## config.mk

```make
export PLATFORM = sky130hd
export DESIGN_NAME = shift_mix_columns_flat
export DESIGN_NICKNAME = d
export VERILOG_FILES = /design/src/rtl/shift_mix_columns_pkg.sv /design/src/rtl/shift_mix_columns_if.sv /design/src/rtl/shift_mix_columns_mix_column.sv /design/src/rtl/shift_mix_columns.sv /design/src/flat_wrapper.sv
export SDC_FILE = /design/constraint.sdc
export NUM_CORES = 1
export LEC_CHECK = 0
export CELL_PAD_IN_SITES_DETAIL_PLACEMENT = 1
export CELL_PAD_IN_SITES_GLOBAL_PLACEMENT = 1
export CORE_ASPECT_RATIO = 0.9
export CORE_MARGIN = 2
export CORE_UTILIZATION = 51
export DETAILED_ROUTE_END_ITERATION = 6
export DONT_BUFFER_PORTS = 1
export PLACE_DENSITY_LB_ADDON = 0.1
export SYNTH_ARGS = -nofsm -noshare
export SYNTH_HDL_FRONTEND = slang
export SYNTH_SLANG_ARGS = --single-unit
```

## constraint.sdc

```tcl
create_clock -name clk -period 1.97 [get_ports clk]
set_clock_uncertainty 0.05 [all_clocks]
set_input_delay 0.591 -clock clk [delete_from_list [all_inputs] [get_ports clk]]
set_output_delay 0.591 -clock clk [all_outputs]
set_load 0.05 [all_outputs]
```

## src/rtl/shift_mix_columns_pkg.sv

```systemverilog
// Shared definitions for the ShiftRows/MixColumns round stage.
// Holds the state geometry, the GF(2^8) xtime helper with its 0x1B
// reduction constant, and the state byte-index helper that SubBytes and
// AddRoundKey also use to agree on byte placement.
package shift_mix_columns_pkg;

  localparam int DATA_W  = 128;
  localparam int ROUND_W = 4;

  // Low byte of x^8 + x^4 + x^3 + x + 1 (0x11B) once x^8 has been shifted out.
  localparam logic [7:0] GF_REDUCE = 8'h1B;

  // Multiply by x in GF(2^8).
  function automatic logic [7:0] xtime(input logic [7:0] b);
    return {b[6:0], 1'b0} ^ (b[7] ? GF_REDUCE : 8'h00);
  endfunction

  // LSB position of state byte s[r][c]. Byte 0 (r=0,c=0) sits in the MSB,
  // matching the FIPS 197 input order: s[r][c] = data[127-8*(4*c+r) -: 8].
  function automatic int unsigned byte_lsb(input int unsigned r, input int unsigned c);
    return 120 - 32 * c - 8 * r;
  endfunction

endpackage

```

## src/rtl/shift_mix_columns_if.sv

```systemverilog
// Bundle of the round-stage data path signals.
// Handshake: valid-only, no ready. A producer asserts valid_* for exactly one
// cycle per state and the payload (data, last-round flag, round tag) is
// qualified by that valid; the consumer must accept every valid cycle.
//   slave  : the round stage (consumes *_in, produces *_out)
//   master : the upstream/downstream environment
interface shift_mix_columns_if #(
  parameter int DATA_W  = shift_mix_columns_pkg::DATA_W,
  parameter int ROUND_W = shift_mix_columns_pkg::ROUND_W
);
  logic               valid_in;
  logic [DATA_W-1:0]  data_in;
  logic               last_round_in;
  logic [ROUND_W-1:0] round_in;

  logic               valid_out;
  logic [DATA_W-1:0]  data_out;
  logic               last_round_out;
  logic [ROUND_W-1:0] round_out;

  modport slave (
    input  valid_in, data_in, last_round_in, round_in,
    output valid_out, data_out, last_round_out, round_out
  );

  modport master (
    output valid_in, data_in, last_round_in, round_in,
    input  valid_out, data_out, last_round_out, round_out
  );
endinterface

```

## src/rtl/shift_mix_columns_mix_column.sv

```systemverilog
// mix_column: combinational MixColumns on one 32-bit state column.
// Ports:
//   col_i  in  32  column, row 0 in bits [31:24]
//   col_o  out 32  mixed column, same byte order
// Matrix rows: [02 03 01 01; 01 02 03 01; 01 01 02 03; 03 01 01 02].
module mix_column
  import shift_mix_columns_pkg::*;
(
  input  logic [31:0] col_i,
  output logic [31:0] col_o
);
  logic [7:0] b0, b1, b2, b3;
  logic [7:0] x0, x1, x2, x3;

  assign b0 = col_i[31:24];
  assign b1 = col_i[23:16];
  assign b2 = col_i[15:8];
  assign b3 = col_i[7:0];

  assign x0 = xtime(b0);
  assign x1 = xtime(b1);
  assign x2 = xtime(b2);
  assign x3 = xtime(b3);

  // 03*b is xtime(b) ^ b.
  assign col_o[31:24] = x0 ^ (x1 ^ b1) ^ b2 ^ b3;
  assign col_o[23:16] = b0 ^ x1 ^ (x2 ^ b2) ^ b3;
  assign col_o[15:8]  = b0 ^ b1 ^ x2 ^ (x3 ^ b3);
  assign col_o[7:0]   = (x0 ^ b0) ^ b1 ^ b2 ^ x3;
endmodule

```

## src/rtl/shift_mix_columns.sv

```systemverilog
// shift_mix_columns: AES-128 round stage between SubBytes and AddRoundKey.
// Stage 1 registers ShiftRows(data_in); stage 2 registers MixColumns of that
// (or the shifted state untouched on the final round). Latency 2, one state
// per cycle, no backpressure.
// Ports:
//   clk    in  system clock, rising edge
//   reset  in  synchronous active-high reset, overrides valid_in
//   io     slave side of shift_mix_columns_if (valid/data/last_round/round in and out)
module shift_mix_columns
  import shift_mix_columns_pkg::*;
(
  input  logic                clk,
  input  logic                reset,
  shift_mix_columns_if.slave  io
);
  logic [DATA_W-1:0]  shifted;
  logic [DATA_W-1:0]  mixed;

  logic               v1_q, v1_d;
  logic [DATA_W-1:0]  s1_data_q, s1_data_d;
  logic               s1_last_q, s1_last_d;
  logic [ROUND_W-1:0] s1_round_q, s1_round_d;

  logic               out_valid_q, out_valid_d;
  logic [DATA_W-1:0]  out_data_q, out_data_d;
  logic               out_last_q, out_last_d;
  logic [ROUND_W-1:0] out_round_q, out_round_d;

  // ShiftRows is pure wiring: row r rotates left by r columns.
  for (genvar r = 0; r < 4; r++) begin : g_row
    for (genvar c = 0; c < 4; c++) begin : g_col
      assign shifted[byte_lsb(r, c) +: 8] = io.data_in[byte_lsb(r, (c + r) % 4) +: 8];
    end
  end

  for (genvar c = 0; c < 4; c++) begin : g_mix
    mix_column u_mix_column (
      .col_i (s1_data_q[127 - 32 * c -: 32]),
      .col_o (mixed[127 - 32 * c -: 32])
    );
  end

  // Payload registers only load on their stage valid so they hold across gaps.
  always_comb begin
    v1_d        = io.valid_in;
    s1_data_d   = s1_data_q;
    s1_last_d   = s1_last_q;
    s1_round_d  = s1_round_q;
    if (io.valid_in) begin
      s1_data_d  = shifted;
      s1_last_d  = io.last_round_in;
      s1_round_d = io.round_in;
    end

    out_valid_d = v1_q;
    out_data_d  = out_data_q;
    out_last_d  = out_last_q;
    out_round_d = out_round_q;
    if (v1_q) begin
      out_data_d  = s1_last_q ? s1_data_q : mixed;
      out_last_d  = s1_last_q;
      out_round_d = s1_round_q;
    end
  end

  always_ff @(posedge clk) begin
    if (reset) begin
      v1_q        <= 1'b0;
      s1_data_q   <= '0;
      s1_last_q   <= 1'b0;
      s1_round_q  <= '0;
      out_valid_q <= 1'b0;
      out_data_q  <= '0;
      out_last_q  <= 1'b0;
      out_round_q <= '0;
    end else begin
      v1_q        <= v1_d;
      s1_data_q   <= s1_data_d;
      s1_last_q   <= s1_last_d;
      s1_round_q  <= s1_round_d;
      out_valid_q <= out_valid_d;
      out_data_q  <= out_data_d;
      out_last_q  <= out_last_d;
      out_round_q <= out_round_d;
    end
  end

  assign io.valid_out      = out_valid_q;
  assign io.data_out       = out_data_q;
  assign io.last_round_out = out_last_q;
  assign io.round_out      = out_round_q;
endmodule

```

## src/flat_wrapper.sv

```systemverilog
// flat-port wrapper written by rule: the top's interface ports become plain ports
module shift_mix_columns_flat import shift_mix_columns_pkg::*;
  (clk, reset, io_valid_in, io_data_in, io_last_round_in, io_round_in, io_valid_out, io_data_out, io_last_round_out, io_round_out);
  shift_mix_columns_if io_i ();
  input  logic clk;
  input  logic reset;
  input wire logic [$bits(io_i.valid_in)-1:0] io_valid_in;
  input wire logic [$bits(io_i.data_in)-1:0] io_data_in;
  input wire logic [$bits(io_i.last_round_in)-1:0] io_last_round_in;
  input wire logic [$bits(io_i.round_in)-1:0] io_round_in;
  output wire logic [$bits(io_i.valid_out)-1:0] io_valid_out;
  output wire logic [$bits(io_i.data_out)-1:0] io_data_out;
  output wire logic [$bits(io_i.last_round_out)-1:0] io_last_round_out;
  output wire logic [$bits(io_i.round_out)-1:0] io_round_out;
  assign io_i.valid_in = io_valid_in;
  assign io_i.data_in = io_data_in;
  assign io_i.last_round_in = io_last_round_in;
  assign io_i.round_in = io_round_in;
  assign io_valid_out = io_i.valid_out;
  assign io_data_out = io_i.data_out;
  assign io_last_round_out = io_i.last_round_out;
  assign io_round_out = io_i.round_out;
  shift_mix_columns u_core (.clk(clk), .reset(reset), .io(io_i));
endmodule
```

; Word level (Yosys, flattened, before mapping)
; Index checks and enable logic that the tools add are counted.
[word_totals]
ff_bits = 268
n_memories = 0
ramBits = 0
mem_bits_ro = 0
inputBits = 136
latchBits = 0
output_inout_bits = 134
elab_cells = 105
[classes]
n_mux = 17
magnitude_cmp = 0
n_mul = 0
div_mod_pow = 0
n_shift = 0
n_addsub = 0
n_eq_ne = 0
bitwise = 80
n_reduce_logical = 0
[op_table]
columns = op, n
row1 = 8-bit bitwise XOR, 68
row2 = 128-bit 2-to-1 mux, 1
row3 = 8-bit by 5-bit bitwise XOR with 8-bit output, 12
row4 = 5-bit 2-to-1 mux, 16

; Logic depth before layout (Yosys ltp)
; Gate-level depths: netlist of run 1.
[logic_depth]
ltp_word = 7
depth_mapped = 6
depth_no_buf = 3

; Hierarchy
; From an unflattened synthesis of run 1, not the netlist that was laid out.
[unflattened]
hier_cells = 1335
area_unflattened_um2 = 15727.6
[by_module_without_submodules]
columns = mod, seq_area_each_um2, area_per_inst_um2, instances, cells_per_inst
row1 = shift_mix_columns, 5365.1, 10497.6, 1, 1019
row2 = mix_column, 0.0, 1307.5, 4, 79

; Worst setup path after synthesis of run 1
; Ideal clock, no wire load.
[synth_timing]
kind = in2reg
from = input port reset
to = register u_core.out_data_q[80], in the netlist u_core.io.data_out[80]
path_slack_ns = 0.281
required_ns = 1.800
t_arrival_ns = 1.519
stages = 5
cell_sequence = clkbuf_1 -> clkbuf_1 -> buf_1 -> nor2_1 -> o31a_1
[synth_lines]
columns = element, line_no
row1 = "start, declared", flat_wrapper.sv:6  ; input logic reset;
row2 = "end signal, assigned", shift_mix_columns.sv:82  ; out_data_q <= out_data_d;
row3 = "end, declared", shift_mix_columns.sv:25  ; logic [DATA_W-1:0] out_data_q, out_data_d;

; Worst setup path in the final report of run 1
[layout_timing]
from = register u_core.out_data_q[117], in the netlist u_core.io.data_out[117]
to = output port io_data_out[117]
[layout_lines]
columns = element, line_no
row1 = "end, declared", flat_wrapper.sv:12  ; output wire logic [$bits(io_i.data_out)-1:0] io_data_out;
; No word-level cell between the ends.

==> run metrics, run 1 <==
floorplan die area 32700 µm²; complex-gate fraction of the synthesized area 11.7%; total length of routed wires 46800 µm; DRC Markers 0; aggregate global routing overflow 0; maximum number of buffers from clock root to sink 3; simple-gate area share of the yosys netlist 9.55%; number of antenna violations at the first check in global routing 3; number of buffer cells added on primary ports 0; leading post-synthesis cells by cell area sky130_fd_sc_hd__dfxtp_1, sky130_fd_sc_hd__xnor3_1, sky130_fd_sc_hd__mux2i_1, sky130_fd_sc_hd__xor3_1, sky130_fd_sc_hd__nor2_1; share of the cycle needed by the critical path after routing 98.3%; number of global-route vias before repair 11400; portion of the post-synthesis area used by sequential elements 33.7%; Core Box Area 30800 µm²; cell-internal power 11300 µW; number of I/O pins 270; synthesized area per cell 10.7 µm²; P_sw 5110 µW; worst vdd ir 821 µV; cell count after synthesis 1489; power density over the cells 956 nW/µm²; Die Ht 172 µm; headroom to the max-slew limit 55.1%; net switching share of the total power 31.1%; final estimated routing congestion in global placement 0.799; initial core utilization 51.6%; clock slew at the register clock pins of the worst setup and hold paths 70 ps; data arrival time at the worst-slack endpoint 1300 ps; Req. time, crit path 1330 ps; sort of element at the start of the critical path register; dominant combinational cell family by area after synthesis XOR/XNOR gates; Num CTS Buffers 31; class of the tightest hold or removal check primary input to register; sum of internal, switching and leakage power 16400 µW; crit end category primary output; total setup buffers inserted after CTS 0; CTS root buffer sky130_fd_sc_hd__clkbuf_16; pin count of the biggest net entering global routing 233; vias after detailed routing 11000; worst-path maximum fanout 2; worst-skew pair later-pin latency 580 ps; status finished, final reports clean; area share of xor/xnor cells in the synthesized design 31.3%; global-route wire length before repair 71000 µm; unrepaired setup endpoints after global routing false; highest achievable clock rate 516 MHz; cell taking the most area after synthesis sky130_fd_sc_hd__dfxtp_1; max-slew violation total from the final report 0; Setup Crit Path Kind register to primary output; Starting DRT DRC Count 689; vias per cell 6.04; flop and latch count out of synthesis 268; ratio of cells with drive above 1 in the final layout 9.94%; area added between synthesis and finish 8.00%; portion of synthesized cell area occupied by the leading cell type 33.7%; combinational cell fraction of total power 20.3%; total routing usage reported by global routing 28.4%; total number of placement rows 61; Max Cap Viol 0; final net count 1531; transition time of the tightest slew-check pin 668 ps; horizontal die dimension 190 µm; Period minus WS final 1940 ps; leakage 0.00761 µW; Final Setup Violations 0; multiplexer fraction of the synthesized cell area 8.61%; number of levels in the clock H-tree 1; net count of the mapped netlist 1625; number of hold violations in the final report 0; TNS Setup 0 ps; routed length per placed instance 25.6 µm; remaining antenna violation count after routing 0; number of iterations in the first detailed-routing pass 5; CTS tree yes; sinks on the clock net 268; Reg power frac 44.3%; unique cell type count in the Yosys netlist 40; clock network fraction of design power 35.4%; post-synthesis share of cell area spent on full adders, half adders and majority gates 0%; cell area after synthesis 15900 µm²; CTS hold repair buffers 0; number of synthesis warnings 0; post-detail-place hpwl 31900 µm
per-layer routing:
| layer | vias to the layer above | global-route usage (%) | routed length [µm] |
|---|---|---|---|
| li1 | 5074 | - | - |
| met1 | 5583 | 37.1 | 20100 |
| met2 | 317 | 45.8 | 21400 |
| met3 | 63 | 9.81 | 4300 |
| met4 | 6 | 5.73 | 926 |
| met5 | - | 0 | 43 |
cell usage after synthesis:
library cell and instances:
sky130_fd_sc_hd__a211oi_1 44, sky130_fd_sc_hd__a211oi_2 3, sky130_fd_sc_hd__a21oi_1 74, sky130_fd_sc_hd__a31oi_1 22, sky130_fd_sc_hd__a41oi_1 10, sky130_fd_sc_hd__and2_1 1, sky130_fd_sc_hd__and3b_1 16, sky130_fd_sc_hd__buf_1 10
sky130_fd_sc_hd__buf_2 60, sky130_fd_sc_hd__buf_4 5, sky130_fd_sc_hd__clkbuf_1 110, sky130_fd_sc_hd__clkbuf_2 3, sky130_fd_sc_hd__clkbuf_8 1, sky130_fd_sc_hd__clkinv_1 1, sky130_fd_sc_hd__dfxtp_1 268, sky130_fd_sc_hd__inv_1 1
sky130_fd_sc_hd__mux2i_1 137, sky130_fd_sc_hd__nand2_1 56, sky130_fd_sc_hd__nand3b_1 10, sky130_fd_sc_hd__nor2_1 183, sky130_fd_sc_hd__nor2b_1 3, sky130_fd_sc_hd__nor3_1 22, sky130_fd_sc_hd__nor3b_1 28, sky130_fd_sc_hd__o21ai_0 32
sky130_fd_sc_hd__o221ai_1 26, sky130_fd_sc_hd__o22a_1 1, sky130_fd_sc_hd__o22ai_1 47, sky130_fd_sc_hd__o311a_1 1, sky130_fd_sc_hd__o31a_1 22, sky130_fd_sc_hd__or3_1 10, sky130_fd_sc_hd__xnor2_1 56, sky130_fd_sc_hd__xnor2_2 6
sky130_fd_sc_hd__xnor3_1 129, sky130_fd_sc_hd__xnor3_4 1, sky130_fd_sc_hd__xor2_1 44, sky130_fd_sc_hd__xor2_2 3, sky130_fd_sc_hd__xor2_4 1, sky130_fd_sc_hd__xor3_1 40, sky130_fd_sc_hd__xor3_2 1, sky130_fd_sc_hd__xor3_4 1
area by class of cell:
| cell class | count | area, µm² |
|---|---|---|
| Inverter | 2 | 7.51 |
| Multi-Input combinational cell | 1030 | 9740 |
| Fill cell | 3223 | 13600 |
| Tap cell | 409 | 512 |
| Timing Repair Buffer | 62 | 528 |
| Antenna cell | 1 | 2.50 |
| Clock inverter | 9 | 73.8 |
| Sequential cell | 268 | 5380 |
| Clock buffer | 48 | 952 |
through the flow:
step           util (%)  area, µm²  setup WS (ps)  instances  hold WS (ps)
3_3_place_gp       52.4      16200            250       1771           427
3_5_place_dp       52.4      16200            214       1771           448
4_1_cts            55.7      17200           3.73       1828          20.7
6_report           55.8      17200           32.6       1829          45.6
2_1_floorplan         -      15900            281       1489           410
5_1_grt            55.8      17200           2.74       1828          31.3
worst paths after layout:
| check | slack [ps] | startpoint | cells after the start | endpoint |
|---|---|---|---|---|
| worst max register to register | 150 | u_core.s1_data_q[87]$_SDFFE_PP0P_ | 3 | u_core.io.data_out[83]$_SDFFE_PP0P_ |
| worst min-delay path | 50 | reset | 1 | u_core.s1_data_q[110]$_SDFFE_PP0P_ |
| worst max-delay path | 30 | u_core.io.data_out[117]$_SDFFE_PP0P_ | 0 | io_data_out[117] |
| worst min register to register | 450 | u_core.s1_round_q[1]$_SDFFE_PP0P_ | 2 | u_core.s1_round_q[1]$_SDFFE_PP0P_ |
state kept, by name (all words and copies together) (netlist names):
name,count
u_core.io.valid_out,1
u_core.io.last_round_out,1
u_core.io.round_out,4
u_core.s1_data_q,128
u_core.s1_last_q,1
u_core.out_valid_d,1
u_core.io.data_out,128
u_core.s1_round_q,4
cells in the final DEF, fill, tap and decap left out, drive strengths merged, types with 16 or more instances in the layout:
| master | instances |
|---|---|
| xor2 | 48 |
| a211oi | 47 |
| nor2 | 183 |
| clkbuf | 48 |
| a31oi | 22 |
| nor3b | 28 |
| dfxtp | 268 |
| o221ai | 26 |
| o21ai | 32 |
| xor3 | 42 |
| and3b | 16 |
| xnor2 | 62 |
| buf | 62 |
| nand2 | 56 |
| mux2i | 137 |
| o22ai | 47 |
| nor3 | 22 |
| o31a | 22 |
| a21oi | 74 |
| xnor3 | 130 |
power by group through the flow:
stage               Combinational [µW]  Sequential [µW]  Clock, µW
floorplan                         3060             7000          0
global placement                  3220             7380          0
detailed placement                3320             7400          0
CTS                               3350             7290       5920
global route                      3600             7350       6140
finish                            3340             7290       5820
cell families after synthesis:
| kind of cell | Yosys count |
|---|---|
| buf+inv | 191 |
| flops | 268 |
| compound gates | 282 |
| mux | 137 |
| xor+xnor | 282 |
| simple gates | 329 |
timing repair:
action                                  4_1_cts  5_1_grt
pin swaps                                     0        0
endpoints found under the setup margin        4        4
gates resized for setup                       4        4
Note: power is estimated with default switching activity, not from simulation.
==> run 2, diff against run 1 <==
--- a/config.mk
+++ b/config.mk
@@ -12,6 +12,7 @@
 export CORE_UTILIZATION = 51
 export DETAILED_ROUTE_END_ITERATION = 6
 export DONT_BUFFER_PORTS = 1
+export GPL_TIMING_DRIVEN = 0
 export PLACE_DENSITY_LB_ADDON = 0.1
 export SYNTH_ARGS = -nofsm -noshare
 export SYNTH_HDL_FRONTEND = slang
==> run metrics, run 2 (synthesized netlist as in run 1, its figures left out) <==
area added between synthesis and finish 9.62%; maximum number of buffers from clock root to sink 3 (unchanged); most common cell after layout, fill and taps aside sky130_fd_sc_hd__dfxtp_1; power density over the cells 949 nW/µm² (-0.77%); worst slack after detailed placement -604 ps (-818 ps); total routing usage reported by global routing 31.8% (+3.5 points); post-detail-place hpwl 39000 µm (+22%); CTS root buffer sky130_fd_sc_hd__clkbuf_16; ratio of cells with drive above 1 in the final layout 10.6% (+0.68 points); vias after detailed routing 11800 (+6.9%); total number of placement rows 61 (unchanged); Die Ht 172 µm (unchanged); Period minus WS final 1960 ps (+23.2 ps); share of the cycle needed by the critical path after routing 99.5% (+1.2 points); final net count 1656 (+8.2%); Req. time, crit path 1330 ps (about the same); global-route wire length before repair 77300 µm (+8.9%); sinks on the clock net 268 (unchanged); floorplan die area 32700 µm² (unchanged); pin count of the biggest net entering global routing 15 (-94%); final estimated routing congestion in global placement 0.864 (+8.2%); CTS hold repair buffers 0 (unchanged); total setup buffers inserted after CTS 0 (unchanged); class of the tightest hold or removal check primary input to register; crit path setup slack, layout 9.33 ps (-23.2 ps); worst-skew pair later-pin latency 580 ps (about the same); number of levels in the clock H-tree 1 (unchanged); number of hold violations in the final report 0 (unchanged); leakage 0.00780 µW (+2.4%); Non-Filler Instances 1946 (+6.4%); final core utilization 56.6% (+0.84 points); sort of element at the start of the critical path register; CTS tree yes; Starting DRT DRC Count 758 (+10%); worst reg2reg endpoint u_core.io.data_out[65]$_SDFFE_PP0P_; Num CTS Buffers 30 (-3.2%); Setup Crit Path Kind register to primary output; source of the critical timing path u_core.io.data_out[50]$_SDFFE_PP0P_; worst-path maximum fanout 2 (unchanged); DRC Markers 0 (unchanged); clock slew at the register clock pins of the worst setup and hold paths 60 ps (about the same); number of buffer cells added on primary ports 0 (unchanged); vias per cell 6.07 (+0.46%); number of global-route vias before repair 12100 (+6.8%); logic depth of the worst path, buffers included 0 (unchanged); worst slack on hold paths 113 ps (+67.5 ps); unrepaired setup endpoints after global routing false; beginning of the worst hold path io_data_in[7]; total length of routed wires 52900 µm (+13%); max-slew violation total from the final report 0 (unchanged); crit end category primary output; remaining antenna violation count after routing 0 (unchanged); number of iterations in the first detailed-routing pass 4 (-1); leading cell types in the layout, fill and taps excluded sky130_fd_sc_hd__dfxtp_1, sky130_fd_sc_hd__nor2_1, sky130_fd_sc_hd__mux2i_1, sky130_fd_sc_hd__xnor3_1, sky130_fd_sc_hd__clkbuf_1; transition time of the tightest slew-check pin 845 ps (+177 ps); Core Box Area 30800 µm² (unchanged); Critical R2R Launch u_core.out_valid_d$_SDFF_PP0_; Placed Cells 1898 (+7.2%); routed length per placed instance 27.2 µm (+6.1%); number of I/O pins 270 (unchanged); Final Setup Violations 0 (unchanged); highest achievable clock rate 510 MHz (-1.2%); aggregate global routing overflow 0 (unchanged); horizontal die dimension 190 µm (unchanged); data arrival time at the worst-slack endpoint 1320 ps (+20 ps); number of cells on the worst reg-to-reg path 5 (+2); hold path depth 2 (+1); Max Cap Viol 0 (unchanged); total area of multi-input combinational cells 9750 µm² (+0.10%); headroom to the max-slew limit 43.7% (-11 points); initial core utilization 51.6% (unchanged); FILL cells 3317 (+2.9%); worst vdd ir 775 µV (-5.6%); Register Area 5370 µm² (-0.26%); Endpoint, Worst Hold u_core.s1_data_q[103]$_SDFFE_PP0P_; status finished, final reports clean; setup slack of the worst register-to-register path 80 ps (-70 ps); number of antenna violations at the first check in global routing 3 (unchanged)
-- run 2: worst max path at each step --
stage	to	slack [ps]
after CTS	io_data_out[28]	8
after floorplan	u_core.io.data_out[80]$_SDFFE_PP0P_	280
after global routing	u_core.io.data_out[70]$_SDFFE_PP0P_	2
after global placement	u_core.s1_data_q[74]$_SDFFE_PP0P_	-540
after detailed placement	u_core.s1_data_q[101]$_SDFFE_PP0P_	-600
final	io_data_out[50]	9
-- run 2: stage by stage --
step	total power (µW)	setup TNS [ps]	instance area (µm²)
2_1_floorplan	10100	0	15900
3_3_place_gp	10900	-77080	16400
3_5_place_dp	11000	-83730	16400
4_1_cts	16600	0	17400
5_1_grt	17100	0	17500
6_report	16600	0	17500
-- run 2: power breakdown --
part / internal [µW] / total (µW) / switching [µW] / leakage (µW)
registers: 5830 / 7100 / 1270 / 0.00221
clock network: 3320 / 5620 / 2300 / 0.000464
logic: 2090 / 3840 / 1760 / 0.00513
total: 11200 / 16600 / 5330 / 0.00780
-- run 2: repair_timing --
action,CTS,global route
resized for setup,26,29
setup endpoints to repair,127,139
gates cloned,0,0
-- run 2: area by class of cell --
class / instances / share of cell area, %
antenna: 1 / 0.0143
inverter: 2 / 0.0430
sequential: 268 / 30.8
tap: 409 / 2.93
clock inverter: 2 / 0.344
clock buffer: 46 / 5.11
multi-input combinational: 1030 / 55.8
buffer: 188 / 4.95
-- run 2: metal layers --
layer  track usage, %  part of all wire (%)  routed length, µm
met1             41.2                    42              22100
met2             51.8                    46              24300
met5                0                 0.061                 32
met3             9.49                   9.2               4860
met4             9.37                   3.1               1620
==> run 3, diff against run 2 <==
==> constraint.sdc (replaced) <==
create_clock -name clk -period 2.1 [get_ports clk]
set_clock_uncertainty 0.05 [all_clocks]
set_input_delay 0.63 -clock clk [delete_from_list [all_inputs] [get_ports clk]]
set_output_delay 0.63 -clock clk [all_outputs]
set_load 0.05 [all_outputs]
==> run metrics, run 3 (synthesized netlist as in run 1, its figures left out) <==
leakage 0.00776 µW (-0.51%); maximum number of buffers from clock root to sink 3 (unchanged); ratio of cells with drive above 1 in the final layout 9.51% (-1.1 points); final net count 1656 (unchanged); source of the critical timing path io_valid_in; unrepaired setup endpoints after global routing false; most common cell after layout, fill and taps aside sky130_fd_sc_hd__dfxtp_1; Critical R2R Launch u_core.out_valid_d$_SDFF_PP0_; remaining antenna violation count after routing 0 (unchanged); status finished, final reports clean; total setup buffers inserted after CTS 0 (unchanged); aggregate global routing overflow 0 (unchanged); cell type of the slowest stage on the worst timing path sky130_fd_sc_hd__buf_2; CTS tree yes; total number of placement rows 61 (unchanged); Placed Instance Area 16400 µm² (unchanged); number of buffer cells added on primary ports 0 (unchanged); share of the cycle needed by the critical path after routing 96.4%; number of levels in the clock H-tree 1 (unchanged); area added between synthesis and finish 9.41%; total length of routed wires 52900 µm (about the same); worst path buffer plus inverter count 3; leading cell types in the layout, fill and taps excluded sky130_fd_sc_hd__dfxtp_1, sky130_fd_sc_hd__nor2_1, sky130_fd_sc_hd__mux2i_1, sky130_fd_sc_hd__xnor3_1, sky130_fd_sc_hd__clkbuf_1; total routing usage reported by global routing 31.8% (unchanged); number of iterations in the first detailed-routing pass 5 (+1); number of hold violations in the final report 0 (unchanged); worst reg2reg endpoint u_core.io.data_out[49]$_SDFFE_PP0P_; sort of element at the start of the critical path primary input; vias after detailed routing 11800 (+0.32%); Placed Cells 1898 (unchanged); Core Box Area 30800 µm² (unchanged); Period minus WS final 2030 ps; Final Setup Violations 0 (unchanged); Die Ht 172 µm (unchanged); floorplan die area 32700 µm² (unchanged); DRC Markers 0 (unchanged); number of antenna violations at the first check in global routing 3 (unchanged); Register Area 5370 µm² (about the same); post-detail-place hpwl 39000 µm (unchanged); setup slack of the worst register-to-register path 140 ps (+60 ps); final estimated routing congestion in global placement 0.864 (unchanged); power density over the cells 892 nW/µm² (-6.0%); Req. time, crit path 2500 ps (+1170 ps); total area of multi-input combinational cells 9730 µm² (-0.15%); number of cells on the worst reg-to-reg path 5 (unchanged); global-route wire length before repair 77300 µm (about the same); delay of the slowest cell on the worst path 560 ps; cells along the critical path clkbuf_1, buf_2, buf_2, mux2i_1, nor2_1; highest achievable clock rate 494 MHz; kind of cell adding the most delay to the critical path buffers and inverters; worst vdd ir 727 µV (-6.2%); final cell area excluding filler cells 17400 µm² (-0.19%); worst-skew pair later-pin latency 580 ps (about the same); Num CTS Buffers 30 (unchanged); headroom to the max-slew limit 31.6% (-12 points); TNS Setup 0 ps (unchanged); CTS hold repair buffers 0 (unchanged); logic depth of the worst path, buffers included 5 (+5); class of the tightest hold or removal check primary input to register; data arrival time at the worst-slack endpoint 2430 ps (+1110 ps); max-slew violation total from the final report 0 (unchanged); CTS root buffer sky130_fd_sc_hd__clkbuf_16; Non-Filler Instances 1947 (+0.051%); sum of internal, switching and leakage power 15500 µW (-6.1%); Setup Crit Path Kind primary input to register; Max Cap Viol 0 (unchanged); initial core utilization 51.6% (unchanged); number of I/O pins 270 (unchanged); Starting DRT DRC Count 722 (-4.7%); pin count of the biggest net entering global routing 15 (unchanged); worst-path maximum fanout 10 (+8); FILL cells 3320 (+0.090%); horizontal die dimension 190 µm (unchanged); routed length per placed instance 27.2 µm (about the same); transition time of the tightest slew-check pin 1030 ps (+182 ps); Setup crit end u_core.s1_data_q[102]$_SDFFE_PP0P_; crit end category register; vias per cell 6.08 (+0.27%); clock slew at the register clock pins of the worst setup and hold paths 60 ps (about the same); cell repeated most along the worst path sky130_fd_sc_hd__buf_2; sinks on the clock net 268 (unchanged); number of global-route vias before repair 12100 (-0.11%)
[run 3: cell count changes in the layout (fill, tap and decap cells not counted), sizes merged]
| cell | previous run | this run |
|---|---|---|
| buf | 76 | 74 |
| clkbuf | 158 | 159 |
| clkdlybuf4s15 | 0 | 1 |
| diode | 1 | 2 |
[run 3: worst min path at each step]
stage,depth (start not counted),startpoint,end,slack (ps)
detailed placement,2,u_core.s1_round_q[3]$_SDFFE_PP0P_,u_core.s1_round_q[3]$_SDFFE_PP0P_,440
global route,2,io_data_in[2],u_core.s1_data_q[98]$_SDFFE_PP0P_,140
finish,2,io_data_in[7],u_core.s1_data_q[103]$_SDFFE_PP0P_,150
CTS,2,io_data_in[83],u_core.s1_data_q[115]$_SDFFE_PP0P_,140
floorplan,2,u_core.s1_round_q[0]$_SDFFE_PP0P_,u_core.s1_round_q[0]$_SDFFE_PP0P_,410
global placement,2,u_core.s1_round_q[3]$_SDFFE_PP0P_,u_core.s1_round_q[3]$_SDFFE_PP0P_,420
[run 3: report_power, final]
group / internal, µW / leakage [µW] / switching [µW]
Clock: 3110 / 0.000464 / 2160
Combinational: 1950 / 0.00509 / 1660
Sequential: 5470 / 0.00221 / 1190
Total: 10500 / 0.00776 / 5010
[run 3: area by class of cell]
cell class,count,area share (%)
multi-input cells,1030,55.9
flip-flops and latches,268,30.8
clock buffers,46,5.12
plain buffers,188,4.86
well taps,409,2.94
clock inverters,2,0.345
inverters,2,0.0431
diodes,2,0.0287
[run 3: metal layers]
layer  track usage (%)  share of wire, %  up-vias  routed length, µm
met4              9.34               3.0        2               1560
met5                 0             0.025        -                 13
met1              41.3                42     6005              22100
met2              51.7                46      431              24500
met3              9.47               8.9       91               4680
li1                  -                 -     5312                  -
[run 3: repair_timing]
item	in CTS	in global routing
gates resized for setup	11	23
cloned	0	0
setup endpoints to repair	66	79
[run 3: worst register-to-register path, cell delays in order (launching register included)]
cell and delay (ps):
sky130_fd_sc_hd__dfxtp_1 310, sky130_fd_sc_hd__clkbuf_1 240, sky130_fd_sc_hd__clkbuf_2 320, sky130_fd_sc_hd__clkbuf_1 560, sky130_fd_sc_hd__o22ai_1 200, sky130_fd_sc_hd__a211oi_1 190
[run 3: through the flow]
stage | utilization (%) | setup slack (ps) | hold slack [ps]
floorplan | - | 372 | 410
global placement | 53.3 | -451 | 424
detailed placement | 53.3 | -513 | 438
CTS | 56.4 | 10.3 | 135
global route | 56.5 | 0.254 | 144
finish | 56.5 | 75.0 | 151
